[src/rtl/uart_rx_param.sv]
// Parametrised UART receiver: synchronised RX, mid-bit sampling, parity/framing checks, sticky rdy with overrun.
// rdy rises CLK_DIV/2 + (DATA_BITS+parity+STOP_BITS)*CLK_DIV + 1 cycles after the detected start edge; clr_rdy acknowledges.
module uart_rx_param #(
    parameter int CLK_DIV   = 2604,
    parameter int DATA_BITS = 8,
    parameter int PARITY    = 0,
    parameter int STOP_BITS = 1
) (
    input  logic                 clk,
    input  logic                 rst_n,
    input  logic                 RX,
    input  logic                 clr_rdy,
    output logic [DATA_BITS-1:0] rx_data,
    output logic                 rdy,
    output logic                 parity_err,
    output logic                 frame_err,
    output logic                 overrun
);

    localparam int CW   = $clog2(CLK_DIV);
    localparam int HALF = CLK_DIV / 2;

    typedef enum logic [2:0] {IDLE, START, DATA, PAR, STOP} state_t;

    state_t                 state_q;
    logic                   sync1_q, sync2_q, prev_q;
    logic [CW-1:0]          cnt_q;
    logic [3:0]             bit_q;
    logic [DATA_BITS-1:0]   shift_q;
    logic                   par_err_q, frm_err_q;
    logic [DATA_BITS-1:0]   rx_data_q;
    logic                   rdy_q, pe_q, fe_q, ov_q;

    logic rx_s, fall_d, tick_d, par_x_d, par_err_d, frm_err_d, ov_d;

    always_comb begin
        rx_s      = sync2_q;
        fall_d    = prev_q & ~rx_s;
        // START samples mid-bit; every later sample is one full bit period on
        tick_d    = (state_q == START) ? (cnt_q == CW'(HALF - 1)) : (cnt_q == CW'(CLK_DIV - 1));
        par_x_d   = (^shift_q) ^ rx_s;
        par_err_d = (PARITY == 1) ? ~par_x_d : par_x_d;
        frm_err_d = frm_err_q | ~rx_s;
        // an acknowledge coinciding with completion consumes the old word
        ov_d      = (clr_rdy && rdy_q) ? 1'b0 : (ov_q | rdy_q);
    end

    always_ff @(posedge clk) begin
        if (!rst_n) begin
            state_q   <= IDLE;
            sync1_q   <= 1'b1;
            sync2_q   <= 1'b1;
            prev_q    <= 1'b1;
            cnt_q     <= '0;
            bit_q     <= '0;
            shift_q   <= '0;
            par_err_q <= 1'b0;
            frm_err_q <= 1'b0;
            rx_data_q <= '0;
            rdy_q     <= 1'b0;
            pe_q      <= 1'b0;
            fe_q      <= 1'b0;
            ov_q      <= 1'b0;
        end else begin
            sync1_q <= RX;
            sync2_q <= sync1_q;
            prev_q  <= sync2_q;

            if (clr_rdy && rdy_q) begin
                rdy_q <= 1'b0;
                pe_q  <= 1'b0;
                fe_q  <= 1'b0;
                ov_q  <= 1'b0;
            end

            if (state_q == IDLE || tick_d) cnt_q <= '0;
            else                           cnt_q <= cnt_q + CW'(1);

            case (state_q)
                IDLE: begin
                    if (fall_d) state_q <= START;
                end
                START: begin
                    if (tick_d) begin
                        if (rx_s) begin
                            state_q <= IDLE;
                        end else begin
                            state_q   <= DATA;
                            bit_q     <= '0;
                            par_err_q <= 1'b0;
                            frm_err_q <= 1'b0;
                        end
                    end
                end
                DATA: begin
                    if (tick_d) begin
                        shift_q <= {rx_s, shift_q[DATA_BITS-1:1]};
                        if (bit_q == 4'(DATA_BITS - 1)) begin
                            bit_q   <= '0;
                            state_q <= (PARITY != 0) ? PAR : STOP;
                        end else begin
                            bit_q <= bit_q + 4'd1;
                        end
                    end
                end
                PAR: begin
                    if (tick_d) begin
                        par_err_q <= par_err_d;
                        state_q   <= STOP;
                    end
                end
                STOP: begin
                    if (tick_d) begin
                        if (bit_q == 4'(STOP_BITS - 1)) begin
                            rx_data_q <= shift_q;
                            rdy_q     <= 1'b1;
                            pe_q      <= par_err_q;
                            fe_q      <= frm_err_d;
                            ov_q      <= ov_d;
                            bit_q     <= '0;
                            state_q   <= IDLE;
                        end else begin
                            frm_err_q <= frm_err_d;
                            bit_q     <= bit_q + 4'd1;
                        end
                    end
                end
                default: state_q <= IDLE;
            endcase
        end
    end

    assign rx_data    = rx_data_q;
    assign rdy        = rdy_q;
    assign parity_err = pe_q;
    assign frame_err  = fe_q;
    assign overrun    = ov_q;

endmodule
[config.mk]
export PLATFORM = sky130hd
export DESIGN_NAME = uart_rx_param
export DESIGN_NICKNAME = d
export VERILOG_FILES = /design/src/rtl/uart_rx_param.sv
export SDC_FILE = /design/constraint.sdc
export NUM_CORES = 1
export LEC_CHECK = 0
export CAP_MARGIN = 25
export CORE_ASPECT_RATIO = 1.25
export CORE_MARGIN = 5
export CORE_UTILIZATION = 50
export DETAILED_ROUTE_END_ITERATION = 16
export PLACE_DENSITY = 0.67
export SYNTH_ARGS = -nofsm -noshare
export SYNTH_HDL_FRONTEND = slang
export SYNTH_SLANG_ARGS = --single-unit
[constraint.sdc]
create_clock -name clk -period 4.2 [get_ports clk]
set_input_delay 0.42 -clock clk [delete_from_list [all_inputs] [get_ports clk]]
set_output_delay 0.42 -clock clk [all_outputs]
set_load 0.05 [all_outputs]
# --- Yosys cells after proc, flatten, opt, wreduce, memory -nomap -nowiden ---
# Index checks and enable logic that the tools add are counted.
op_classes:
  add_sub_neg: 2
  n_mul: 0
  div: 0
  n_lt_le_gt_ge: 0
  eq_ne: 16
  shifts: 0
  n_mux: 41
  n_bitwise: 6
  reduce_logical: 15
op_table:
  columns: ["operator", "count"]
  rows:
  - ["2-to-1 mux 4 bit", 6]
  - ["2-to-1 mux 1 bit", 23]
  - ["2-to-1 mux 3 bit", 7]
  - ["!= test 2 bit (second input constant)", 9]
  - ["case mux 3 bit (5 select lines)", 1]
  - ["adder 12 x 1 -> 12 bit (second input constant)", 1]
  - ["equality test 12 x 11 -> 1 bit (second input constant)", 1]
  - ["equality test 12 bit (second input constant)", 1]
  - ["case mux 4 bit (3 select lines)", 1]
  - ["AND reduction 5 bit", 2]
  - ["XOR reduction 8 bit", 1]
  - ["AND reduction 7 bit", 1]
  - ["equality test 3 x 2 -> 1 bit (second input constant)", 2]
  - ["adder 4 x 1 -> 4 bit (second input constant)", 1]
  - ["equality test 4 x 3 -> 1 bit (second input constant)", 1]
  - ["zero test 4 bit", 1]
  - ["case mux 1 bit (2 select lines)", 2]
  - ["AND reduction 4 bit", 1]
  - ["nonzero test 2 bit", 2]
  - ["equality test 3 x 1 -> 1 bit (second input constant)", 1]
  - ["equality test 3 bit (second input constant)", 1]
  - ["zero test 3 bit", 1]
  - ["AND reduction 3 bit", 1]
  - ["nonzero test 3 bit", 1]
  - ["other kinds (9)", 11]
word_totals:
  register_bits: 44
  latch_bits: 0
  ramBits: 0
  romBits: 0
  inputBits: 4
  output_inout_bits: 12
  wordCells: 94
  n_memories: 0

# --- Depth between registers and ports, before layout ---
depth:
  ltp_word: 5
  depth_mapped: 7
  ltp_nobuf: 7

# --- Least setup slack after synthesis ---
# No wires, ideal clock.
synth_timing:
  path_kind: "flip-flop to flip-flop"
  from: "register state_q[1]"
  to: "register bit_q[2]"
  setup_ns: 0.070
  arrival_time_ns: 1.803
  required_ns: 4.130
  path_slack_ns: 2.327
  stages_incl_launch_ff: 7
  n_path_buf: 1
  period_less_slack_ns: 1.873
  cell_sequence: "dfxtp_1 -> buf_2 -> or3b_4 -> nor3_4 -> o221ai_2 -> or4_1 -> a21boi_1"
synth_via:
  elab_chain_len: 4
  elab_cells_between_ends: 11
  cone_classes: "eq/ne (7); mux (2); reduce/logical (2)"
synth_lines:
  columns: ["item", "line_no", "rtl"]
  rows:
  - ["start, declared", "25", "state_t state_q;"]
  - ["start signal, assigned", "100", "state_q <= (PARITY != 0) ? PAR : STOP;"]
  - ["equality test 3 x 1 -> 1 bit", "40, 79", null]
  - ["2-to-1 mux 1 bit", "40", "tick_d = (state_q == START) ? (cnt_q == CW'(HALF - 1)) : (cnt_q == CW'(CLK_DIV - 1));"]
  - ["!= test 2 bit (no line)", null, null]
  - ["AND reduction 5 bit (no line)", null, null]
  - ["end signal, assigned", "102", "bit_q <= bit_q + 4'd1;"]
  - ["end signal, assigned", "124", "bit_q <= bit_q + 4'd1;"]
  - ["end, declared", "28", "logic [3:0] bit_q;"]
# Parallel ways exist; a longest one is shown, timed or not.
# A chain may end at the register's enable or synchronous reset.

# --- Worst setup path after layout ---
layout_timing:
  from: "register state_q[0]"
  to: "register fe_q (netlist: frame_err)"
layout_via:
  elab_chain_len: 4
  elab_cells_between_ends: 5
  cone_classes: "eq/ne (2); mux (3)"
layout_lines:
  columns: ["item", "line_no", "rtl"]
  rows:
  - ["equality test 3 x 1 -> 1 bit", "40", null]
  - ["2-to-1 mux 1 bit", "40", null]
  - ["2-to-1 mux 1 bit", "113", "if (tick_d) begin"]
  - ["2-to-1 mux 1 bit *", "79", "case (state_q)"]
  - ["end signal, assigned", "118", "fe_q <= frm_err_d;"]
  - ["end, declared", "32", "logic rdy_q, pe_q, fe_q, ov_q;"]
# Every way passes the cells marked *; elsewhere a longest branch is shown, timed or not.

==> impl_metrics.env <==
export IMPL_status="finished, final reports clean"
export IMPL_synthFlopType="dfxtp_1"
export IMPL_synth_top_family_by_area="simple AND/OR/NAND/NOR gates"
export IMPL_nFillCells=374
export IMPL_skew_ns=0.00430
export IMPL_r2r_cells=5
export IMPL_worstSkewPairLatency_ns=0.29
export IMPL_ys_async_sr_fraction_pct=0
export IMPL_ys_seq_area_share_pct=42.8
export IMPL_max_stage_delay_ns=0.54
export IMPL_synthMuxAreaShare_pct=3.89
export IMPL_hp_start="sync1_q$_SDFF_PN1_"
export IMPL_syn_area_um2=2060
export IMPL_timing_rr_end="frame_err$_SDFF_PN0_"
export IMPL_tightest_slew_ns=0.926
export IMPL_met1_usage_pct=19.0
export IMPL_grt_total_usage_pct=15.7
export IMPL_core_area_um2=4030
export IMPL_rsz0062_at_grt="no"
export IMPL_area_delta_synth_final_pct=13.6
export IMPL_chipWidth_um=67.4
export IMPL_cts_path_max_buffers=2
export IMPL_io_buffers=15
export IMPL_avgSynthCellArea_um2=9.19
export IMPL_numCtsBuffers=5
export IMPL_r2r_setup_slack_ns=1.82
export IMPL_crit_arrival_ns=2.57
export IMPL_synth_compound_area_share_pct=14.8
export IMPL_place_hpwl_mm=2.68
export IMPL_grt_use_met2_pct=25.7
export IMPL_drc=0
export IMPL_drv_cap=0
export IMPL_critPathLaunchType="flop"
export IMPL_die_y_um=81.7
export IMPL_finalSetupViolCount=0
export IMPL_grt_ovfl_total=0
export IMPL_htreeDepth=2
export IMPL_worstPathRequired_ns=4.39
export IMPL_totalWireLength_mm=3.81
export IMPL_hold_path_depth=1
export IMPL_leakage_nw=0.827
export IMPL_path_cells="or3b_4, nor3_4, o2111ai_1, and3_1, o21a_1"
export IMPL_routedWlPerCell_um=13.0
export IMPL_hold_class="flop to flop"
export IMPL_maxSlewHeadroom_pct=38.2
export IMPL_ant_nets=0
export IMPL_grt_pass1_vias=1414
export IMPL_crit_slowest_cell="dfxtp_1"
export IMPL_io_pin_count=16
export IMPL_clock_sinks=44
export IMPL_drt_iter0_markers=89
export IMPL_max_freq_mhz=421
export IMPL_first_pass_iters=4
export IMPL_design_die_area_um2=5510
export IMPL_holdPathEnd="rx_s$_SDFF_PN1_"
export IMPL_cts_tree="done"
export IMPL_crit_type="flop to flop"
export IMPL_synth_edf_count=0
export IMPL_rows=26
export IMPL_grt_pass1_wl_mm=6.49
export IMPL_worst_path_buf_inv=0
export IMPL_path_clk_slew_ns=0.08
export IMPL_powerDensity_nw_per_um2=307
export IMPL_start_util_pct=51.0
export IMPL_cpLargestDelayFamily="simple AND/OR/NAND/NOR gates"
export IMPL_grt_busiest_layer="met2"
export IMPL_synth_adder_area_share_pct=1.82
export IMPL_syn_nets=231
export IMPL_finalHoldViolations=0
export IMPL_vias=1523
export IMPL_finalSetupTns_ns=0
export IMPL_cp_max_fo=12
export IMPL_cts_root_buffer="clkbuf_8"
export IMPL_gp_congestion=0.774
export IMPL_r2r_start="state_q[0]$_SDFFE_PN0P_"
export IMPL_avgViaCountPerCell=5.18
export IMPL_slew_violations=0
export IMPL_synth_simple_gate_area_share_pct=25.7
export IMPL_diodes=0
export IMPL_crit_path_end_kind="flop"
export IMPL_drive_gt1_share_pct=6.30
export IMPL_synth_distinct_cells=44
export IMPL_post_cts_buffers=0
export IMPL_p_total_w=0.000718
export IMPL_syn_instance_count=224
export IMPL_postLayoutCoreUtil_pct=58.0
export IMPL_cts_resized=0
export IMPL_final_min_clock_period_ns=2.38
export IMPL_synth_xor_area_share_pct=7.66
export IMPL_min_period_over_period_pct=56.6
export IMPL_ys_seq_elements=44
export IMPL_cts_hold_buf=0
export IMPL_fin_nets=244
export IMPL_yosysWarningCount=0
export IMPL_gr_usage_met3_pct=4.51
export IMPL_grt_max_degree=21
export IMPL_antenna_found_initial=0
export IMPL_vdd_drop_max_v=0.000205
area by class of cell:
class,instances,area (um^2),area share [%]
Timing Repair Buffer,16,158,6.74
Multi-Input combinational cell,163,1110,47.5
Tap cell,56,70.1,3.00
Inverter,7,26.3,1.12
Clock buffer,7,86.3,3.69
Clock inverter,1,7.51,0.321
Sequential cell,44,881,37.7
worst max path at each step:
stage	startpoint	to	slack, ns	depth (start not counted)
2_1_floorplan	state_q[1]$_SDFFE_PN0P_	bit_q[2]$_SDFFE_PN0P_	2.33	6
3_3_place_gp	state_q[0]$_SDFFE_PN0P_	frame_err$_SDFF_PN0_	1.90	5
3_5_place_dp	state_q[0]$_SDFFE_PN0P_	frame_err$_SDFF_PN0_	1.84	5
4_1_cts	state_q[0]$_SDFFE_PN0P_	frame_err$_SDFF_PN0_	1.82	5
5_1_grt	state_q[0]$_SDFFE_PN0P_	frame_err$_SDFF_PN0_	1.57	5
6_report	state_q[0]$_SDFFE_PN0P_	frame_err$_SDFF_PN0_	1.82	5
layer usage:
metal | wire, um | vias to the layer above
met2 | 1820 | 15
met3 | 127 | 5
met4 | 49 | 0
li1 | - | 803
met1 | 1810 | 700
met5 | 0 | -
cell families after synthesis:
family,count (synthesis)
adders and majority gates,3
buffers and inverters,17
and+or+nand+nor,95
DFF,44
muxes,8
xor gates and xnor gates,18
AOI/OAI and AO/OA,39
cells in the mapped netlist (3+ instances only):
cell       number  share of area, %
o31ai_1         3               1.1
xnor2_1        13               5.5
dfxtp_1        44                43
nand2_1        26               4.7
inv_1           7               1.3
nor2_1         16               2.9
xor2_1          5               2.1
o211ai_1        3               1.1
nor2b_1        11               3.3
buf_2           3              0.73
o21a_1          3               1.1
nor3b_1         3               1.1
clkbuf_1        7               1.3
a21boi_0       11               4.0
mux2i_1         8               3.9
nand3_1         4              0.97
a21oi_1         5               1.2
ha_1            3               1.8
nand2b_1        7               2.1
nor3_1          5               1.2
nand4bb_1       3               1.6
and3_1          7               2.1
stage by stage:
stage	instances	setup WS, ns	hold WS (ns)	cell area (um^2)
after floorplan	224	2.33	0.386	2060
after global placement	286	1.90	0.419	2240
after detailed placement	286	1.84	0.417	2240
after CTS	294	1.82	0.437	2340
after global routing	294	1.57	0.466	2340
final	294	1.82	0.435	2340
registers in the layout (all words and copies together) (netlist names), named ones only:
register and cells:
cnt_q 12, rx_data 8, shift_q 8, bit_q 4, state_q 3, frame_err 1
frm_err_q 1, par_err_q 1, parity_err 1, prev_q 1, rdy 1, rx_s 1
sync1_q 1
report_power, final:
| group | leakage, nW | internal, W | total, W | switching, W |
|---|---|---|---|---|
| Sequential | 0.355 | 0.000419 | 0.000422 | 0.00000323 |
| Combinational | 0.428 | 0.0000106 | 0.0000209 | 0.0000103 |
| Clock | 0.0445 | 0.000134 | 0.000275 | 0.000142 |
| Total | 0.827 | 0.000563 | 0.000718 | 0.000155 |
layout by cell type (no fill, tap or decap), types with 3 or more instances in the layout:
cell type / synthesis / routed
xor2_1: 5 / 5
nand4bb_1: 3 / 3
o31ai_1: 3 / 3
dfxtp_1: 44 / 44
o211ai_1: 3 / 3
and3_1: 7 / 7
a21oi_1: 5 / 5
o21a_1: 3 / 3
clkdlybuf4s50_1: 0 / 15
mux2i_1: 8 / 8
nand2b_1: 7 / 7
a21boi_0: 11 / 11
nand3_1: 4 / 4
xnor2_1: 13 / 13
inv_1: 7 / 7
nor2b_1: 11 / 11
nor3_1: 5 / 5
nand2_1: 26 / 26
clkbuf_8: 0 / 6
nor2_1: 16 / 16
ha_1: 3 / 3
nor3b_1: 3 / 3
Power figures use the tool's default switching activity.
